[src/rtl/regfile_scoreboard_if.sv]
// Issue, operand-return and writeback signals of the register file read side.
// master = issue/writeback driver; slave = the register file itself.
interface regfile_scoreboard_if #(
   parameter int WORD_LENGTH = 16,
   parameter int ADDR_WIDTH  = 3
);
   logic                   issue_valid;
   logic [ADDR_WIDTH-1:0]  issue_rs1;
   logic [ADDR_WIDTH-1:0]  issue_rs2;
   logic [ADDR_WIDTH-1:0]  issue_rd;
   logic                   issue_wr;
   logic                   issue_ready;
   logic [WORD_LENGTH-1:0] rd1_data;
   logic [WORD_LENGTH-1:0] rd2_data;
   logic                   data_valid;
   logic                   wb_valid;
   logic [ADDR_WIDTH-1:0]  wb_addr;
   logic [WORD_LENGTH-1:0] wb_data;

   modport master (
      output issue_valid, issue_rs1, issue_rs2, issue_rd, issue_wr,
      output wb_valid, wb_addr, wb_data,
      input  issue_ready, rd1_data, rd2_data, data_valid
   );

   modport slave (
      input  issue_valid, issue_rs1, issue_rs2, issue_rd, issue_wr,
      input  wb_valid, wb_addr, wb_data,
      output issue_ready, rd1_data, rd2_data, data_valid
   );
endinterface

[src/rtl/regfile_scoreboard.sv]
// Register file read side with busy-bit scoreboard; REGFILE_BYPASS_EN forwards same-cycle writeback.
// Latency: operands registered, valid one cycle after the accepting edge.
// Backpressure: issue_ready drops combinationally on RAW/WAW against pending writes.
module regfile_scoreboard #(
   parameter int WORD_LENGTH = 16,
   parameter int ADDR_WIDTH  = 3
) (
   input  logic                    clk,
   input  logic                    rst,
   regfile_scoreboard_if.slave     rf,
   output logic [2**ADDR_WIDTH-1:0] busy,
   output logic [ADDR_WIDTH:0]     pending_cnt,
   output logic                    wb_err
);
   localparam int DEPTH = 2**ADDR_WIDTH;

   logic [WORD_LENGTH-1:0] mem [DEPTH];
   logic                   wb_we;
   logic                   byp1, byp2, bypd;
   logic                   haz1, haz2, hazd;
   logic                   accept;
   logic [WORD_LENGTH-1:0] op1, op2;
   logic [DEPTH-1:0]       busy_nxt;
   logic [ADDR_WIDTH:0]    cnt_nxt;

   assign wb_we = rf.wb_valid && (rf.wb_addr != '0);

`ifdef REGFILE_BYPASS_EN
   assign byp1 = wb_we && (rf.wb_addr == rf.issue_rs1);
   assign byp2 = wb_we && (rf.wb_addr == rf.issue_rs2);
   assign bypd = wb_we && (rf.wb_addr == rf.issue_rd);
`else
   assign byp1 = 1'b0;
   assign byp2 = 1'b0;
   assign bypd = 1'b0;
`endif

   assign haz1 = (rf.issue_rs1 != '0) && busy[rf.issue_rs1] && !byp1;
   assign haz2 = (rf.issue_rs2 != '0) && busy[rf.issue_rs2] && !byp2;
   assign hazd = rf.issue_wr && (rf.issue_rd != '0) && busy[rf.issue_rd] && !bypd;

   assign rf.issue_ready = !(haz1 || haz2 || hazd);
   assign accept         = rf.issue_valid && rf.issue_ready;

   assign op1 = (rf.issue_rs1 == '0) ? '0 : (byp1 ? rf.wb_data : mem[rf.issue_rs1]);
   assign op2 = (rf.issue_rs2 == '0) ? '0 : (byp2 ? rf.wb_data : mem[rf.issue_rs2]);

   // Clear before set so a same-cycle issue to the written address keeps the bit.
   always_comb begin
      busy_nxt = busy;
      if (wb_we)
         busy_nxt[rf.wb_addr] = 1'b0;
      if (accept && rf.issue_wr && (rf.issue_rd != '0))
         busy_nxt[rf.issue_rd] = 1'b1;
      busy_nxt[0] = 1'b0;
   end

   always_comb begin
      cnt_nxt = '0;
      for (int i = 0; i < DEPTH; i++)
         cnt_nxt = cnt_nxt + (ADDR_WIDTH+1)'(busy_nxt[i]);
   end

   always_ff @(posedge clk or negedge rst) begin
      if (!rst) begin
         for (int i = 0; i < DEPTH; i++)
            mem[i] <= '0;
         busy        <= '0;
         pending_cnt <= '0;
         wb_err      <= 1'b0;
         rf.rd1_data   <= '0;
         rf.rd2_data   <= '0;
         rf.data_valid <= 1'b0;
      end else begin
         if (wb_we) begin
            mem[rf.wb_addr] <= rf.wb_data;
            if (!busy[rf.wb_addr])
               wb_err <= 1'b1;
         end
         busy          <= busy_nxt;
         pending_cnt   <= cnt_nxt;
         rf.data_valid <= accept;
         if (accept) begin
            rf.rd1_data <= op1;
            rf.rd2_data <= op2;
         end
      end
   end
endmodule

[src/flat_wrapper.sv]
// flat-port wrapper written by rule: the top's interface ports become plain ports
module regfile_scoreboard_flat 
#(
   parameter int WORD_LENGTH = 16,
   parameter int ADDR_WIDTH  = 3
)
  (clk, rst, busy, pending_cnt, wb_err, rf_issue_valid, rf_issue_rs1, rf_issue_rs2, rf_issue_rd, rf_issue_wr, rf_wb_valid, rf_wb_addr, rf_wb_data, rf_issue_ready, rf_rd1_data, rf_rd2_data, rf_data_valid);
  regfile_scoreboard_if #(.WORD_LENGTH(WORD_LENGTH), .ADDR_WIDTH(ADDR_WIDTH)) rf_i ();
  input  logic clk;
  input  logic rst;
  output logic [2**ADDR_WIDTH-1:0] busy;
  output logic [ADDR_WIDTH:0] pending_cnt;
  output logic wb_err;
  input wire logic [$bits(rf_i.issue_valid)-1:0] rf_issue_valid;
  input wire logic [$bits(rf_i.issue_rs1)-1:0] rf_issue_rs1;
  input wire logic [$bits(rf_i.issue_rs2)-1:0] rf_issue_rs2;
  input wire logic [$bits(rf_i.issue_rd)-1:0] rf_issue_rd;
  input wire logic [$bits(rf_i.issue_wr)-1:0] rf_issue_wr;
  input wire logic [$bits(rf_i.wb_valid)-1:0] rf_wb_valid;
  input wire logic [$bits(rf_i.wb_addr)-1:0] rf_wb_addr;
  input wire logic [$bits(rf_i.wb_data)-1:0] rf_wb_data;
  output wire logic [$bits(rf_i.issue_ready)-1:0] rf_issue_ready;
  output wire logic [$bits(rf_i.rd1_data)-1:0] rf_rd1_data;
  output wire logic [$bits(rf_i.rd2_data)-1:0] rf_rd2_data;
  output wire logic [$bits(rf_i.data_valid)-1:0] rf_data_valid;
  assign rf_i.issue_valid = rf_issue_valid;
  assign rf_i.issue_rs1 = rf_issue_rs1;
  assign rf_i.issue_rs2 = rf_issue_rs2;
  assign rf_i.issue_rd = rf_issue_rd;
  assign rf_i.issue_wr = rf_issue_wr;
  assign rf_i.wb_valid = rf_wb_valid;
  assign rf_i.wb_addr = rf_wb_addr;
  assign rf_i.wb_data = rf_wb_data;
  assign rf_issue_ready = rf_i.issue_ready;
  assign rf_rd1_data = rf_i.rd1_data;
  assign rf_rd2_data = rf_i.rd2_data;
  assign rf_data_valid = rf_i.data_valid;
  regfile_scoreboard #(.WORD_LENGTH(WORD_LENGTH), .ADDR_WIDTH(ADDR_WIDTH)) u_core (.clk(clk), .rst(rst), .rf(rf_i), .busy(busy), .pending_cnt(pending_cnt), .wb_err(wb_err));
endmodule
[config.mk]
export PLATFORM = sky130hd
export DESIGN_NAME = regfile_scoreboard_flat
export DESIGN_NICKNAME = d
export VERILOG_FILES = /design/src/rtl/regfile_scoreboard_if.sv /design/src/rtl/regfile_scoreboard.sv /design/src/flat_wrapper.sv
export SDC_FILE = /design/constraint.sdc
export NUM_CORES = 1
export LEC_CHECK = 0
export BUFFER_PORTS_ARGS = -buffer_cell sky130_fd_sc_hd__buf_2
export CORE_MARGIN = 5
export CORE_UTILIZATION = 60
export CTS_CLUSTER_DIAMETER = 150
export DETAILED_ROUTE_END_ITERATION = 6
export PLACE_DENSITY = 0.87
export REMOVE_ABC_BUFFERS = 1
export SLEW_MARGIN = 30
export SYNTH_ARGS = -nofsm -noshare
export SYNTH_HDL_FRONTEND = slang
export SYNTH_SLANG_ARGS = --single-unit
[constraint.sdc]
create_clock -name clk -period 7.3 [get_ports clk]
set_input_delay 0 -clock clk [delete_from_list [all_inputs] [get_ports clk]]
set_output_delay 0 -clock clk [all_outputs]
set_load 0.02 [all_outputs]
# After elaboration in Yosys (flattened, before gate mapping)
# Index checks and enable logic that the tools add are counted.
[word_totals]
latch_bits = 0
mem_bits_rw = 0
elab_cells = 83
rom_bits = 0
regBits = 173
memories = 0
input_bits = 33
[op_classes]
eq_ne = 0
div = 0
multipliers = 0
n_lt_le_gt_ge = 10
n_reduce_logical = 21
bitwise = 7
mux = 25
shifts = 0
n_addsub = 6
[ops]
columns = ["op", "count"]
rows = [
  ["128-bit bitwise mux", 1],
  ["16-bit two-way mux", 7],
  ["16-bit binary-select mux with 3-bit select", 2],
  ["16-bit demux with 3-bit select", 1],
  ["4-bit by 1-bit adder with 4-bit output", 5],
  ["3-bit by 4-bit less-than comparator with 1-bit output, second input constant", 4],
  ["8-bit two-way mux", 2],
  ["1-bit binary-select mux with 3-bit select", 4],
  ["4-bit >= comparator, second input constant", 3],
  ["3-bit inverter with 4-bit output", 3],
  ["3-bit nonzero test", 4],
  ["1-bit logical AND", 11],
  ["8-bit bitwise AND", 1],
  ["8-bit inverter", 1],
  ["8-bit OR", 1],
  ["1-bit demux with 3-bit select", 2],
  ["3-bit by 1-bit >= comparator with 1-bit output, second input constant", 2],
  ["3-bit zero test", 2],
  ["1-bit two-way mux", 6],
  ["4-bit by 1-bit less-than comparator with 1-bit output, second input constant", 1],
  ["1-bit by 1-bit adder with 2-bit output", 1],
  ["1-bit logical OR", 2],
  ["2-bit AND reduction", 1],
  ["1-bit zero test", 1],
  ["1-bit inverter", 1],
]

# Depth between registers and ports, before layout
[logic_depth]
ltp_word = 16
ltp_mapped = 15

# Worst setup path after synthesis
# OpenSTA, ideal clock, no wires.
[synth_timing]
path_type = "register to register"
startpoint = "register u_core.busy[2]"
endpoint = "register u_core.pending_cnt[2]"
t_arrival_ns = 3.761
synth_period_minus_slack_ns = 3.884
path_stages_with_launch = 15
slack_ns = 3.416
setup_ns = 0.123
path_cell_list = "dfrtp_1 mux2_1 a221oi_2 o221a_2 nand2_1 o32ai_1 ha_1 inv_1 fa_1 fa_1 inv_1 ha_1 inv_1 fa_1 xnor2_1"
[synth_between]
elab_chain_cells = 16
elab_cells_between_ends = 25
classes_between = "add/sub: 6; mux: 8; bitwise: 2; reduce/logical: 9"
[synth_lines]
columns = ["element", "line", "source"]
rows = [
  ["start: declaration", "regfile_scoreboard.sv:11", "output logic [2**ADDR_WIDTH-1:0] busy,"],
  ["start signal: assignment", "regfile_scoreboard.sv:80", "busy <= busy_nxt;"],
  ["1-bit binary-select mux with 3-bit select, on equally long branches", "regfile_scoreboard.sv:38, regfile_scoreboard.sv:39", ""],
  ["1-bit two-way mux, on equally long branches", "regfile_scoreboard.sv:38, regfile_scoreboard.sv:39", ""],
  ["1-bit logical AND, on equally long branches", "regfile_scoreboard.sv:38, regfile_scoreboard.sv:39", ""],
  ["1-bit logical OR", "regfile_scoreboard.sv:42", "assign rf.issue_ready = !(haz1 || haz2 || hazd);"],
  ["1-bit logical OR (*)", "regfile_scoreboard.sv:42", ""],
  ["1-bit zero test (*)", "regfile_scoreboard.sv:42", ""],
  ["named net rf_issue_ready", "flat_wrapper.sv:22", "output wire logic [$bits(rf_i.issue_ready)-1:0] rf_issue_ready;"],
  ["1-bit logical AND (*)", "regfile_scoreboard.sv:43", "assign accept = rf.issue_valid && rf.issue_ready;"],
  ["1-bit logical AND (*) (2 in a row)", "regfile_scoreboard.sv:53", "if (accept && rf.issue_wr && (rf.issue_rd != '0))"],
  ["8-bit two-way mux (*)", "regfile_scoreboard.sv:53", ""],
  ["named net u_core.busy_nxt[1]", "regfile_scoreboard.sv:23", "logic [DEPTH-1:0] busy_nxt;"],
  ["1-bit by 1-bit adder with 2-bit output (*)", "regfile_scoreboard.sv:61", "cnt_nxt = cnt_nxt + (ADDR_WIDTH+1)'(busy_nxt[i]);"],
  ["4-bit by 1-bit adder with 4-bit output (*) (5 in a row)", "regfile_scoreboard.sv:61", ""],
  ["named net u_core.cnt_nxt[2]", "regfile_scoreboard.sv:24", "logic [ADDR_WIDTH:0] cnt_nxt;"],
  ["end signal: assignment", "regfile_scoreboard.sv:81", "pending_cnt <= cnt_nxt;"],
  ["end: declaration", "regfile_scoreboard.sv:12", "output logic [ADDR_WIDTH:0] pending_cnt,"],
]
# Mark *: on every way through the listed nets, which the timed path passes. The rest lies on a longest branch. The select of a mux whose other input is x is not followed.
# A chain may end at the register's enable or synchronous reset.

# Worst setup path in the final report
[layout_timing]
startpoint = "register u_core.busy[2]"
endpoint = "register u_core.pending_cnt[2]"
[layout_between]
elab_chain_cells = 16
elab_cells_between_ends = 25
classes_between = "add/sub: 6; mux: 8; bitwise: 2; reduce/logical: 9"
[layout_lines]
columns = ["element", "line"]
rows = [
  ["1-bit binary-select mux with 3-bit select, on equally long branches", "regfile_scoreboard.sv:38, regfile_scoreboard.sv:39"],
  ["1-bit two-way mux, on equally long branches", "regfile_scoreboard.sv:38, regfile_scoreboard.sv:39"],
  ["1-bit logical AND, on equally long branches", "regfile_scoreboard.sv:38, regfile_scoreboard.sv:39"],
  ["1-bit logical OR (2 in a row)", "regfile_scoreboard.sv:42"],
  ["1-bit zero test", "regfile_scoreboard.sv:42"],
  ["1-bit logical AND", "regfile_scoreboard.sv:43"],
  ["1-bit logical AND (2 in a row)", "regfile_scoreboard.sv:53"],
  ["8-bit two-way mux (*)", "regfile_scoreboard.sv:53"],
  ["named net u_core.busy_nxt[2]", "regfile_scoreboard.sv:23"],
  ["1-bit by 1-bit adder with 2-bit output (*)", "regfile_scoreboard.sv:61"],
  ["4-bit by 1-bit adder with 4-bit output (*) (5 in a row)", "regfile_scoreboard.sv:61"],
  ["named net u_core.cnt_nxt[2]", "regfile_scoreboard.sv:24"],
]
# Marks and branches as above.

==> run metrics <==
net switching power figure=0.9409 mW; Worst Path Required=approximately 7600 ps; largest net degree at the start of global routing=82; vias=5,404; Antenna Nets Post-Route=0; combinational share of power=0.299; ys async rst share=1.000; RSZ-0062 raised after global routing=false; Synth Cell Area=0.008130 sq mm; number of port buffers=78; Reg clk slew, reported paths=60 ps; Area Overhead vs Synth=16.50%; Max clock buf depth=2; Power Total=3.093 mW; Hold Crit Class=primary input to flop; fin. max-slew vios=0; Routed WL per cell=22.09 microns; placed instance area=0.008670 sq mm; Seq pwr share=0.416; Root Driver=clkbuf_16; minimum clock period=3961 ps; flop-to-flop setup slack=between 3000 and 4000 ps; setup violators final=0; Vias/cell=6.284; clock network fraction of total power=0.286; Mapped Cells=just under 600; RD Place Congestion=approximately 0.91; outcome=finished, final reports clean; Hold Path Origin=rf_issue_rd[0]; drt drc=0; Post-Route Skew=9.493 ps; worst rel slew slack=0.3286; Post-Route WL=19,000 microns; actual transition at the worst max-transition pin=1003 ps; Pwr Density=between 300 and 400 mW/mm^2; cts hold-fix bufs=21; number of cell rows=42; hold slack=27.93 ps; final critical-path share of the clock period=0.5426; Sw Share=0.3042; Final nets=712; starting density of the core=0.6139; Setup CP Type=flop to flop; LEAKAGE=between 4 and 5 nW; clock latency on the worst-skew pair=430 ps; Post-synth EDFFs=0; vias in the first global route=between 5,000 and 6,000; Filler cells=897; most frequent cells in the layout=157 x dfrtp_1, 144 x mux2_2, 77 x buf_2, 40 x nand2_1, 35 x mux4_2; Max Cap Viol=0; WHS Endpoint=u_core.busy[4]$_DFF_PN0_; GRT busiest layer=met2; Avg Cell Area, Syn=13.92 sq um; DRT Pass-1 Iters=5; final core utilization=0.7152; Reg2Reg Launch Point=u_core.busy[2]$_DFF_PN0_; Boundary Pins=80; Placed Cells=808; die width=126.4 microns; commonest non-fill, non-tap cell in the layout=dfrtp_1; gr ovfl total=0; Finished Cell Area=0.009472 sq mm; crit path max fanout=6; grt met3 use=0.06137; share of cells above drive strength 1=0.4927; setup TNS=0 ps; Int Power=roughly 2.2 mW; VDD IR max=0.2598 mV; first-pass GRT wire length=between 30,000 and 40,000 microns; dpl ws=3215 ps; Synth warnings=0; Main synth FF type=dfrtp_1; Worst Reg2Reg Path Length in Cells=14; Die ar.=around 0.016 sq mm; post_cts resized=0; TritonCTS clock tree=built; setup ws final=3339 ps; WHS Path Cells=3; flops & latches, synth=157; Initial DRC Count=about 520; maximum clock frequency=about 250 MHz; clk sink count=157; Setup Buffers After CTS=0; synth top area cells=dfrtp_1 48%, mux2_2 20%, mux4_2 9.7%, mux2_4 5.5%, a22oi_1 3.0%; number of CTS-inserted buffers=17; gr usage total=0.2455; post-route non-filler standard cell count=860; final hold vios=0; top cell type's share of synthesized area=0.4832; die height=about 130 microns; Critical Path Source Type=flop; crit end category=flop; number of distinct library cells after synthesis=41; Yosys top cell by area=dfrtp_1; Core Box Area=0.01324 sq mm; sequential area share after synthesis=0.4832; RR Endpoint=u_core.pending_cnt[2]$_DFF_PN0_; H-tree levels=4; initial antenna violation count=0; met1 usage=0.3175; n_diodes=0; M2 GR Usage=0.4072; Final HPWL DP=11,360 microns; Critical Path AT=approximately 4300 ps
## kinds of logic (layout without fill, tap and decap cells)
| group | count (synthesis) | count (layout) | synth area share |
|---|---|---|---|
| other | 1 | 1 | 0.0004612 |
| adder cells (fa/ha/maj) | 7 | 7 | 0.01354 |
| buffers and inverters | 55 | 155 | 0.03108 |
| flip-flops | 157 | 157 | 0.4832 |
| AO/OA/AOI/OAI | 84 | 84 | 0.06833 |
| multiplexers | 219 | 219 | 0.3650 |
| XOR/XNOR | 1 | 1 | 0.001077 |
| AND/OR/NAND/NOR | 60 | 60 | 0.03724 |
## worst max path at each step
stage	start	to	slack (ps)	cells after the start
after floorplan	rf_wb_addr[1]	u_core.pending_cnt[2]$_DFF_PN0_	3080	11
after global placement	rf_issue_rs2[1]	u_core.pending_cnt[1]$_DFF_PN0_	3330	15
after detailed placement	rf_issue_rs2[1]	u_core.pending_cnt[2]$_DFF_PN0_	3210	15
after CTS	u_core.busy[2]$_DFF_PN0_	u_core.pending_cnt[2]$_DFF_PN0_	3320	14
after global routing	u_core.busy[2]$_DFF_PN0_	u_core.pending_cnt[2]$_DFF_PN0_	3170	14
final	u_core.busy[2]$_DFF_PN0_	u_core.pending_cnt[2]$_DFF_PN0_	3340	14
## routing by layer
layer,vias to the layer above,wire length [microns]
met5,-,0
met4,0,318
met3,33,1090
met2,193,9580
met1,2817,8008
li1,2361,-
## area by class of cell
class,count,area [sq um],share of cell area
Sequential cell,157,3929,0.4148
Clock buffer,25,505.5,0.05337
Multi-Input combinational cell,372,3981,0.4203
Inverter,12,45.04,0.004756
Timing Repair Buffer,112,708.2,0.07477
Clock inverter,6,82.58,0.008719
Tap cell,176,220.2,0.02325
## critical path, stage by stage (launching register included)
cell	delay (ps)
dfrtp_1	460
mux2_1	330
a221oi_2	280
o221a_2	300
nand2_1	120
o32ai_1	350
ha_1	290
inv_1	60
fa_1	410
fa_1	440
inv_1	70
ha_1	170
inv_1	60
fa_1	370
xnor2_1	140
## synth_stat cells, types with 2 or more instances
cell,instances
mux2i_1,4
nand4b_1,3
o22ai_1,2
a22oi_1,32
ha_1,4
a221oi_2,2
clkbuf_1,28
mux2_2,144
o21ai_0,31
o21ai_1,5
fa_1,3
mux2_4,30
nand2_1,40
buf_1,2
buf_6,4
nor4bb_1,2
nand3_1,2
mux4_2,35
inv_1,12
o32ai_1,2
mux2_1,6
nand3b_1,2
nor2b_1,5
o21a_1,3
buf_4,2
a21oi_1,2
dfrtp_1,157
buf_2,7
## power by group through the flow
stage | Clock, mW | Combinational, mW | Sequential [mW]
finish | 0.883 | 0.923 | 1.29
global route | 0.929 | 0.994 | 1.32
detailed placement | 0 | 0.914 | 1.29
floorplan | 0 | 0.517 | 1.38
CTS | 0.890 | 0.933 | 1.28
global placement | 0 | 0.889 | 1.26
## sequential cells by signal, indices dropped and copies added (netlist names)
signal                cells
u_core.mem              112
u_core.rf.rd1_data       16
u_core.rf.rd2_data       16
u_core.busy               7
u_core.pending_cnt        4
u_core.rf.data_valid      1
u_core.wb_err             1
(Power assumes the default switching activity.)
